$ cat src/rtl/velocity_pkg.sv
// Shared constants and the saturation helper for the velocity write path.
package velocity_pkg;

  localparam int ARB_FIXED         = 0;
  localparam int ARB_RR            = 1;
  localparam int DEFAULT_VEL_WIDTH = 11;

  // Clamp v to +/-vmax. vmax is also limited to the largest positive code of
  // a 'width'-bit signed value, so the result always fits back into 'width'
  // bits. The most-negative code therefore clamps to -vmax.
  function automatic logic signed [31:0] saturate(input logic signed [31:0] v,
                                                  input int width,
                                                  input int vmax);
    int cap;
    int lim;
    cap = (1 << (width - 1)) - 1;
    lim = (vmax > cap) ? cap : vmax;
    if (v > lim)
      return lim;
    else if (v < -lim)
      return -lim;
    else
      return v;
  endfunction

endpackage

$ cat src/rtl/velocity_arb_pick.sv
// Combinational grant picker: fixed priority (lowest index wins) or
// round-robin starting at the rr pointer with wrap-around.
module velocity_arb_pick
  import velocity_pkg::*;
#(
  parameter int NUM_SRC = 2,
  parameter int MODE    = ARB_FIXED,
  localparam int IDX_W  = $clog2(NUM_SRC)
) (
  input  logic [NUM_SRC-1:0] cand_i,
  input  logic [IDX_W-1:0]   rr_i,
  output logic [NUM_SRC-1:0] grant_o,
  output logic [IDX_W-1:0]   grant_idx_o,
  output logic               valid_o
);

  int start;
  int j;

  // Scan candidates from the start point; the first one found wins.
  always_comb begin
    grant_o     = '0;
    grant_idx_o = '0;
    valid_o     = 1'b0;
    start       = (MODE == ARB_RR) ? int'(rr_i) : 0;
    j           = 0;
    for (int k = 0; k < NUM_SRC; k++) begin
      j = start + k;
      if (j >= NUM_SRC) j = j - NUM_SRC;
      if (!valid_o && cand_i[j]) begin
        valid_o     = 1'b1;
        grant_o[j]  = 1'b1;
        grant_idx_o = IDX_W'(j);
      end
    end
  end

endmodule

$ cat src/rtl/velocity_arbiter.sv
// Multi-source velocity write arbiter: one saturated commit per cycle,
// losing updates parked in per-source pending slots (newest wins).
module velocity_arbiter
  import velocity_pkg::*;
#(
  parameter int WIDTH   = DEFAULT_VEL_WIDTH,
  parameter int NUM_SRC = 2,
  parameter int MODE    = ARB_FIXED,
  parameter int VMAX    = 1000,
  localparam int IDX_W  = $clog2(NUM_SRC)
) (
  input  logic                       clk,
  input  logic                       reset,
  input  logic [NUM_SRC-1:0]         req,
  input  logic [NUM_SRC*WIDTH-1:0]   in_vx,
  input  logic [NUM_SRC*WIDTH-1:0]   in_vy,
  input  logic                       flush,
  input  logic                       overrun_clr,
  output logic signed [WIDTH-1:0]    out_vx,
  output logic signed [WIDTH-1:0]    out_vy,
  output logic                       write_enable,
  output logic [IDX_W-1:0]           grant_idx,
  output logic [NUM_SRC-1:0]         pending,
  output logic [NUM_SRC-1:0]         overrun
);

  function automatic logic signed [WIDTH-1:0] sat_v(input logic signed [WIDTH-1:0] v);
    logic signed [31:0] wide;
    wide = {{(32-WIDTH){v[WIDTH-1]}}, v};
    return WIDTH'(saturate(wide, WIDTH, VMAX));
  endfunction

  logic signed [WIDTH-1:0] slot_vx_q [NUM_SRC];
  logic signed [WIDTH-1:0] slot_vy_q [NUM_SRC];
  logic signed [WIDTH-1:0] slot_vx_d [NUM_SRC];
  logic signed [WIDTH-1:0] slot_vy_d [NUM_SRC];
  logic signed [WIDTH-1:0] req_vx    [NUM_SRC];
  logic signed [WIDTH-1:0] req_vy    [NUM_SRC];
  logic [NUM_SRC-1:0]      pend_q, pend_d;
  logic [NUM_SRC-1:0]      ovr_q, ovr_d;
  logic [IDX_W-1:0]        rr_q, rr_d;
  logic signed [WIDTH-1:0] out_vx_q, out_vx_d;
  logic signed [WIDTH-1:0] out_vy_q, out_vy_d;
  logic                    we_q, we_d;
  logic [IDX_W-1:0]        gidx_q, gidx_d;

  logic [NUM_SRC-1:0]      cand;
  logic [NUM_SRC-1:0]      pick_grant;
  logic [IDX_W-1:0]        pick_idx;
  logic                    pick_valid;
  logic signed [WIDTH-1:0] sel_vx, sel_vy;

  // A flush removes every candidate, which also suppresses this cycle's commit.
  assign cand = flush ? '0 : (req | pend_q);

  velocity_arb_pick #(
    .NUM_SRC (NUM_SRC),
    .MODE    (MODE)
  ) u_pick (
    .cand_i      (cand),
    .rr_i        (rr_q),
    .grant_o     (pick_grant),
    .grant_idx_o (pick_idx),
    .valid_o     (pick_valid)
  );

  // Unpack the flat input buses and select the winner's data (fresh request
  // data takes precedence over a parked slot).
  always_comb begin
    for (int i = 0; i < NUM_SRC; i++) begin
      req_vx[i] = in_vx[i*WIDTH +: WIDTH];
      req_vy[i] = in_vy[i*WIDTH +: WIDTH];
    end
    sel_vx = req[pick_idx] ? req_vx[pick_idx] : slot_vx_q[pick_idx];
    sel_vy = req[pick_idx] ? req_vy[pick_idx] : slot_vy_q[pick_idx];
  end

  // Next-state for slots, overrun flags, commit registers and rr pointer.
  always_comb begin
    slot_vx_d = slot_vx_q;
    slot_vy_d = slot_vy_q;
    pend_d    = pend_q;
    ovr_d     = overrun_clr ? '0 : ovr_q;
    out_vx_d  = out_vx_q;
    out_vy_d  = out_vy_q;
    gidx_d    = gidx_q;
    rr_d      = rr_q;
    we_d      = pick_valid;
    for (int i = 0; i < NUM_SRC; i++) begin
      if (flush || pick_grant[i]) begin
        pend_d[i] = 1'b0;
      end else if (req[i]) begin
        slot_vx_d[i] = req_vx[i];
        slot_vy_d[i] = req_vy[i];
        pend_d[i]    = 1'b1;
        if (pend_q[i]) ovr_d[i] = 1'b1;
      end
    end
    if (pick_valid) begin
      out_vx_d = sat_v(sel_vx);
      out_vy_d = sat_v(sel_vy);
      gidx_d   = pick_idx;
      if (MODE == ARB_RR)
        rr_d = (int'(pick_idx) == NUM_SRC - 1) ? '0 : pick_idx + 1'b1;
    end
  end

  // State registers; reset clears everything, including parked slot data.
  always_ff @(posedge clk or posedge reset) begin
    if (reset) begin
      for (int i = 0; i < NUM_SRC; i++) begin
        slot_vx_q[i] <= '0;
        slot_vy_q[i] <= '0;
      end
      pend_q   <= '0;
      ovr_q    <= '0;
      rr_q     <= '0;
      out_vx_q <= '0;
      out_vy_q <= '0;
      we_q     <= 1'b0;
      gidx_q   <= '0;
    end else begin
      slot_vx_q <= slot_vx_d;
      slot_vy_q <= slot_vy_d;
      pend_q    <= pend_d;
      ovr_q     <= ovr_d;
      rr_q      <= rr_d;
      out_vx_q  <= out_vx_d;
      out_vy_q  <= out_vy_d;
      we_q      <= we_d;
      gidx_q    <= gidx_d;
    end
  end

  assign out_vx       = out_vx_q;
  assign out_vy       = out_vy_q;
  assign write_enable = we_q;
  assign grant_idx    = gidx_q;
  assign pending      = pend_q;
  assign overrun      = ovr_q;

endmodule

$ cat config.mk
export PLATFORM = sky130hd
export DESIGN_NAME = velocity_arbiter
export DESIGN_NICKNAME = d
export VERILOG_FILES = /design/src/rtl/velocity_pkg.sv /design/src/rtl/velocity_arb_pick.sv /design/src/rtl/velocity_arbiter.sv
export SDC_FILE = /design/constraint.sdc
export NUM_CORES = 1
export LEC_CHECK = 0
export CORE_MARGIN = 2
export CORE_UTILIZATION = 47
export DETAILED_ROUTE_END_ITERATION = 10
export GPL_ROUTABILITY_DRIVEN = 1
export GPL_TIMING_DRIVEN = 0
export MAX_ROUTING_LAYER = met4
export PLACE_DENSITY = 0.77
export SLEW_MARGIN = 10
export SYNTH_ARGS = -nofsm -noshare
export SYNTH_HDL_FRONTEND = slang
export SYNTH_HIERARCHICAL = 1
export SYNTH_SLANG_ARGS = --single-unit
$ cat constraint.sdc
create_clock -name clk -period 2.93 [get_ports clk]
set_clock_uncertainty 0.2 [all_clocks]
set_input_delay 0.586 -clock clk [delete_from_list [all_inputs] [get_ports clk]]
set_output_delay 0.586 -clock clk [all_outputs]
set_load 0.05 [all_outputs]
* Word level (Yosys, flattened, before mapping)
Index checks and enable logic that the tools add are counted.
Word-level totals: bits in registers 72, input port bits 50, logic and storage cells 64, output and inout bits 28
Cells by class: magnitude comparators 6, reduce and logical (&&, ||, !) cells 8, bitwise gates (word level) 4, multiplexer cells 35
Operators by type and width (count):
- two-way mux 11 bit | 18
- greater-than comparator 11 bit, second input constant | 2
- < comparator 11 bit, second input constant | 2
- two-way mux 1 bit | 15
- two-way mux 2 bit | 2
- AND reduction 2 bit | 2
- nonzero test 2 bit | 2
- greater-or-equal comparator 2 bit, second input constant | 1
- logical OR 1 bit | 2
- < comparator 1 x 2 -> 1 bit, second input constant | 1
- NOT 1 bit | 2
- NOT 1 -> 2 bit | 1
- bitwise OR 2 bit | 1
- logical AND 1 bit | 1
- zero test 1 bit | 1

* Logic depth before layout (Yosys ltp)
depth after elaboration 14, depth in mapped cells 17, gate-level depth less buffers 11

* Cells and area by module
The synthesis kept the hierarchy.
Modules (own cells, without submodules):
- velocity_arbiter | sequential area each 1801.7 µm², cells each 357, area each 3876.2 µm², instances 1
- velocity_arb_pick | sequential area each 0.0 µm², cells each 4, area each 27.5 µm², instances 1

* Least setup slack after synthesis
No wires, ideal clock.
path type input-to-reg, start in req[1], end reg out_vy_q[0] (netlist: out_vy[0]), setup time 0.078 ns, setup slack -1.147 ns, data arrival time 3.799 ns, stages on the path 16, buffers on the path 6, required time 2.652 ns, path through buf_2 > buf_2 > buf_2 > buf_2 > nor2_1 > nor2_1 > nor2b_1 > clkbuf_1 > clkbuf_1 > a21oi_1 > nor4_1 > a21o_1 > ha_1 > nor2_1 > o211ai_1 > o2bb2ai_1
On the way: cells in the longest elaborated chain, start to end 12, elaborated cells between the ends (all ways) 19, those cells by class order compare (2); mux (14); bitwise (2); reduce/logical (1)
RTL lines:
- from (decl) | line velocity_arbiter.sv:14 | input logic [NUM_SRC-1:0] req,
- bitwise OR 2 bit * | line velocity_arbiter.sv:54 | assign cand = flush ? '0 : (req | pend_q);
- two-way mux 2 bit * | line velocity_arbiter.sv:54
- via cand[1] | line velocity_arbiter.sv:47 | logic [NUM_SRC-1:0] cand;
- logical AND 1 bit * | line velocity_arb_pick.sv:30 | if (!valid_o && cand_i[j]) begin
- two-way mux 1 bit * | line velocity_arb_pick.sv:30
- via pick_idx | line velocity_arbiter.sv:49 | logic [IDX_W-1:0] pick_idx;
- NOT 1 -> 2 bit (not written as such) | line velocity_arbiter.sv:75 | sel_vy = req[pick_idx] ? req_vy[pick_idx] : slot_vy_q[pick_idx];
- two-way mux 11 bit (not written as such) (3 in a row) | line velocity_arbiter.sv:75
- two-way mux 11 bit * | line velocity_arbiter.sv:75
- < comparator 11 bit | line velocity_pkg.sv:20 | else if (v < -lim)
- two-way mux 11 bit | line velocity_pkg.sv:20
- two-way mux 11 bit * | line velocity_pkg.sv:18 | if (v > lim)
- to (signal assigned) | line velocity_arbiter.sv:129 | out_vy_q <= out_vy_d;
- to (decl) | line velocity_arbiter.sv:43 | logic signed [WIDTH-1:0] out_vy_q, out_vy_d;
The timed path passes the listed nets; every way through them passes the cells marked *. The select of a mux whose other input is x is not followed. A chain may end at the register's enable or synchronous reset.

* Worst setup path after layout
start in req[1], end reg out_vx_q[4] (netlist: out_vx[4])
On the way: cells in the longest elaborated chain, start to end 12, elaborated cells between the ends (all ways) 19, those cells by class order compare (2); mux (14); bitwise (2); reduce/logical (1)
RTL lines:
- bitwise OR 2 bit * | line velocity_arbiter.sv:54
- two-way mux 2 bit * | line velocity_arbiter.sv:54
- via cand[1] | line velocity_arbiter.sv:47
- logical AND 1 bit * | line velocity_arb_pick.sv:30
- two-way mux 1 bit * | line velocity_arb_pick.sv:30
- via pick_idx | line velocity_arbiter.sv:49
- NOT 1 -> 2 bit (not written as such) | line velocity_arbiter.sv:74 | sel_vx = req[pick_idx] ? req_vx[pick_idx] : slot_vx_q[pick_idx];
- two-way mux 11 bit (not written as such) (3 in a row) | line velocity_arbiter.sv:74
- two-way mux 11 bit * | line velocity_arbiter.sv:74
- < comparator 11 bit | line velocity_pkg.sv:20
- two-way mux 11 bit | line velocity_pkg.sv:20
- two-way mux 11 bit * | line velocity_pkg.sv:18
- to (signal assigned) | line velocity_arbiter.sv:128 | out_vx_q <= out_vx_d;
- to (decl) | line velocity_arbiter.sv:42 | logic signed [WIDTH-1:0] out_vx_q, out_vx_d;
Marked as above.

==> results.py <==
metrics = {
    "critical_path": {
        "endpoint_kind": "flop",
        "r2r_setup_slack_ns": 0.22,
        "critPathArrivalTime_ns": 2.94,
        "cp-start-kind": "primary input",
        "r2r_end": "out_vx[4]",
        "critPathKind": "primary input to flop",
        "r2r-start": "pending[0]",
        "cp.required_ns": 2.99,
        "worstRegToRegCells": 11,
        "path_max_fanout": 10,
    },
    "clocking": {
        "clockBufferDepth": 2,
        "clk_pin_slew_ns": 0.08,
        "cts_buffers": 9,
        "cts_tree": "yes",
        "cts_sinks": 72,
        "insertion_delay_ns": 0.36,
        "cts_root_buf": "clkbuf_8",
        "ctsHtreeMaxLevel": 3,
    },
    "power_and_ir_drop": {
        "p_total_w": 0.00369,
        "clockPowerShare_pct": 28.7,
        "pwr-share-comb_pct": 35.4,
        "power_leakage_nw": 2.24,
        "power.density_nw_per_um2": 670,
        "intPower_w": 0.00242,
        "power_frac_seq_pct": 35.9,
        "switching_power_w": 0.00127,
        "switching_share_pct": 34.4,
        "peakVddDrop_mv": 0.316,
    },
    "timing": {
        "min_period_ns": 2.88,
        "fin_crit_sh_pct": 98.4,
        "slew_viol_final": 0,
        "max_freq_mhz": 347,
        "hold_viol": 0,
        "worstMarginPinSlew_ns": 0.709,
        "fin_ws_ns": 0.0475,
        "max_slew_margin_pct": 52.7,
        "setup_viol": 0,
        "rsz0062_at_grt": "true",
    },
    "drt": {
        "via_per_inst": 5.95,
        "routed_wl_um": 11400,
        "post_drt_wl_per_cell_um": 20.0,
        "vias": 3378,
        "drtIter0Drc": 187,
        "ant_nets": 0,
        "firstDrtPassIters": 5,
        "drc": 0,
    },
    "hold_path": {
        "min_path_cells": 1,
        "hold_path_end": "out_vy[2]",
        "worstHoldStart": "out_vy[2]",
        "hold_class": "flop to flop",
    },
    "global_routing": {
        "grt_max_degree": 43,
        "grt.total_usage_pct": 26.8,
        "gr-total-overflow": 0,
        "antenna_found_initial": 0,
        "grt_pass1_wl_um": 17600,
        "grt_pass1_vias": 3290,
    },
    "floorplan": {
        "fp.dieW_um": 95.1,
        "num_rows": 33,
        "dieArea_um2": 9040,
        "core_um2": 8130,
        "num_io_pins": 78,
        "initial_utilization_pct": 47.9,
        "fp.dieH_um": 95.1,
    },
    "cells_and_area": {
        "diodes": 0,
        "syn_to_final_growth_pct": 41.3,
        "layout-drive-gt1-share_pct": 28.7,
        "fin_util_pct": 67.7,
        "nets": 510,
        "fin_area_um2": 5510,
    },
    "logic_synthesis": {
        "postSynthAreaPerCell_um2": 10.8,
        "syn_area_um2": 3900,
        "syn_nets": 412,
        "yosys_warnings": 6,
        "syn_inst": 360,
    },
    "placed_design": {
        "gp_congestion": 0.917,
        "portBuffers": 74,
        "pre_cts_ws_ns": -0.708,
        "post-dp-hpwl_um": 8060,
        "placed_cell_area_um2": 4960,
    },
    "status": {
        "status": "finished clean",
    },
    "job": {
        "cap_violations": 0,
    },
}
==> power groups by stage <==
stage | clock (W) | sequential, W | combinational [W]
6_report | 0.00106 | 0.00133 | 0.00131
5_1_grt | 0.00111 | 0.00135 | 0.00138
3_5_place_dp | 0 | 0.00134 | 0.00121
2_1_floorplan | 0 | 0.00161 | 0.000523
4_1_cts | 0.00106 | 0.00132 | 0.00127
3_3_place_gp | 0 | 0.00133 | 0.00119
==> area by class of cell <==
| type | instances | area (um^2) |
|---|---|---|
| clock buffers | 11 | 131 |
| well taps | 105 | 131 |
| inverters | 6 | 25.0 |
| plain buffers | 25 | 235 |
| fillers | 580 | 2620 |
| repair buffers | 89 | 876 |
| flip-flops and latches | 72 | 1800 |
| multi-input cells | 255 | 2180 |
| clock inverters | 5 | 129 |
==> layer usage <==
layer / track usage, % / vias up / share of wire, %
met4: 9.30 / 0 / 2.3
met2: 41.5 / 146 / 48
li1: - / 1526 / -
met3: 3.64 / 24 / 6.0
met1: 36.5 / 1682 / 44
met5: - / - / 0
==> metrics by stage <==
stage          std cells  hold WS (ns)  setup TNS, ns
3_3_place_gp         539         0.260         -88.02
5_1_grt              568         0.310        -0.0497
3_5_place_dp         540         0.269         -25.27
2_1_floorplan        360         0.250          -4.09
4_1_cts              567         0.286              0
6_report             568         0.296              0
==> placed cells by master (no fill, tap or decap), types with 8 or more instances in the layout <==
master           count
clkdlybuf4s50_1     74
a21oi_1             12
nand2_1             15
mux2_2              49
nor2_1              12
o21ai_0              8
dfrtp_1             72
nor2b_1             15
mux2i_1             23
buf_4               15
clkbuf_8            10
==> timing repair <==
item	CTS	global route
setup buffers	10	3
pin swaps	7	8
gates resized for setup	27	21
endpoints found under the setup margin	32	41
hold buffers	0	0
gates cloned	2	0
==> how the worst max path moves through the flow <==
stage               depth (start not counted)         end  slack (ns)   start
floorplan                                  15   out_vy[3]       -0.26  req[1]
global placement                            2  pending[0]       -0.89   reset
detailed placement                         16   out_vy[0]       -0.71  req[0]
CTS                                        16   out_vy[0]       0.002  req[1]
global route                               14   out_vx[4]       -0.03  req[1]
finish                                     14   out_vx[4]        0.05  req[1]
==> critical path, stage by stage <==
cell and delay, ns:
buf_8 0.11, buf_8 0.14, buf_12 0.11, nor2_4 0.03
nor2_2 0.11, nor2b_4 0.27, buf_8 0.18, clkbuf_16 0.16
o21ai_2 0.07, nor4_2 0.30, a31o_1 0.24, ha_4 0.24
o21a_1 0.18, a22o_1 0.20
==> registers in the layout, indices dropped and copies added, names as in the netlist <==
name / count
grant_idx: 1
out_vy: 11
pending: 2
overrun: 2
out_vx: 11
write_enable: 1
slot_vy_q: 22
slot_vx_q: 22
Power figures use the tool's default switching activity.
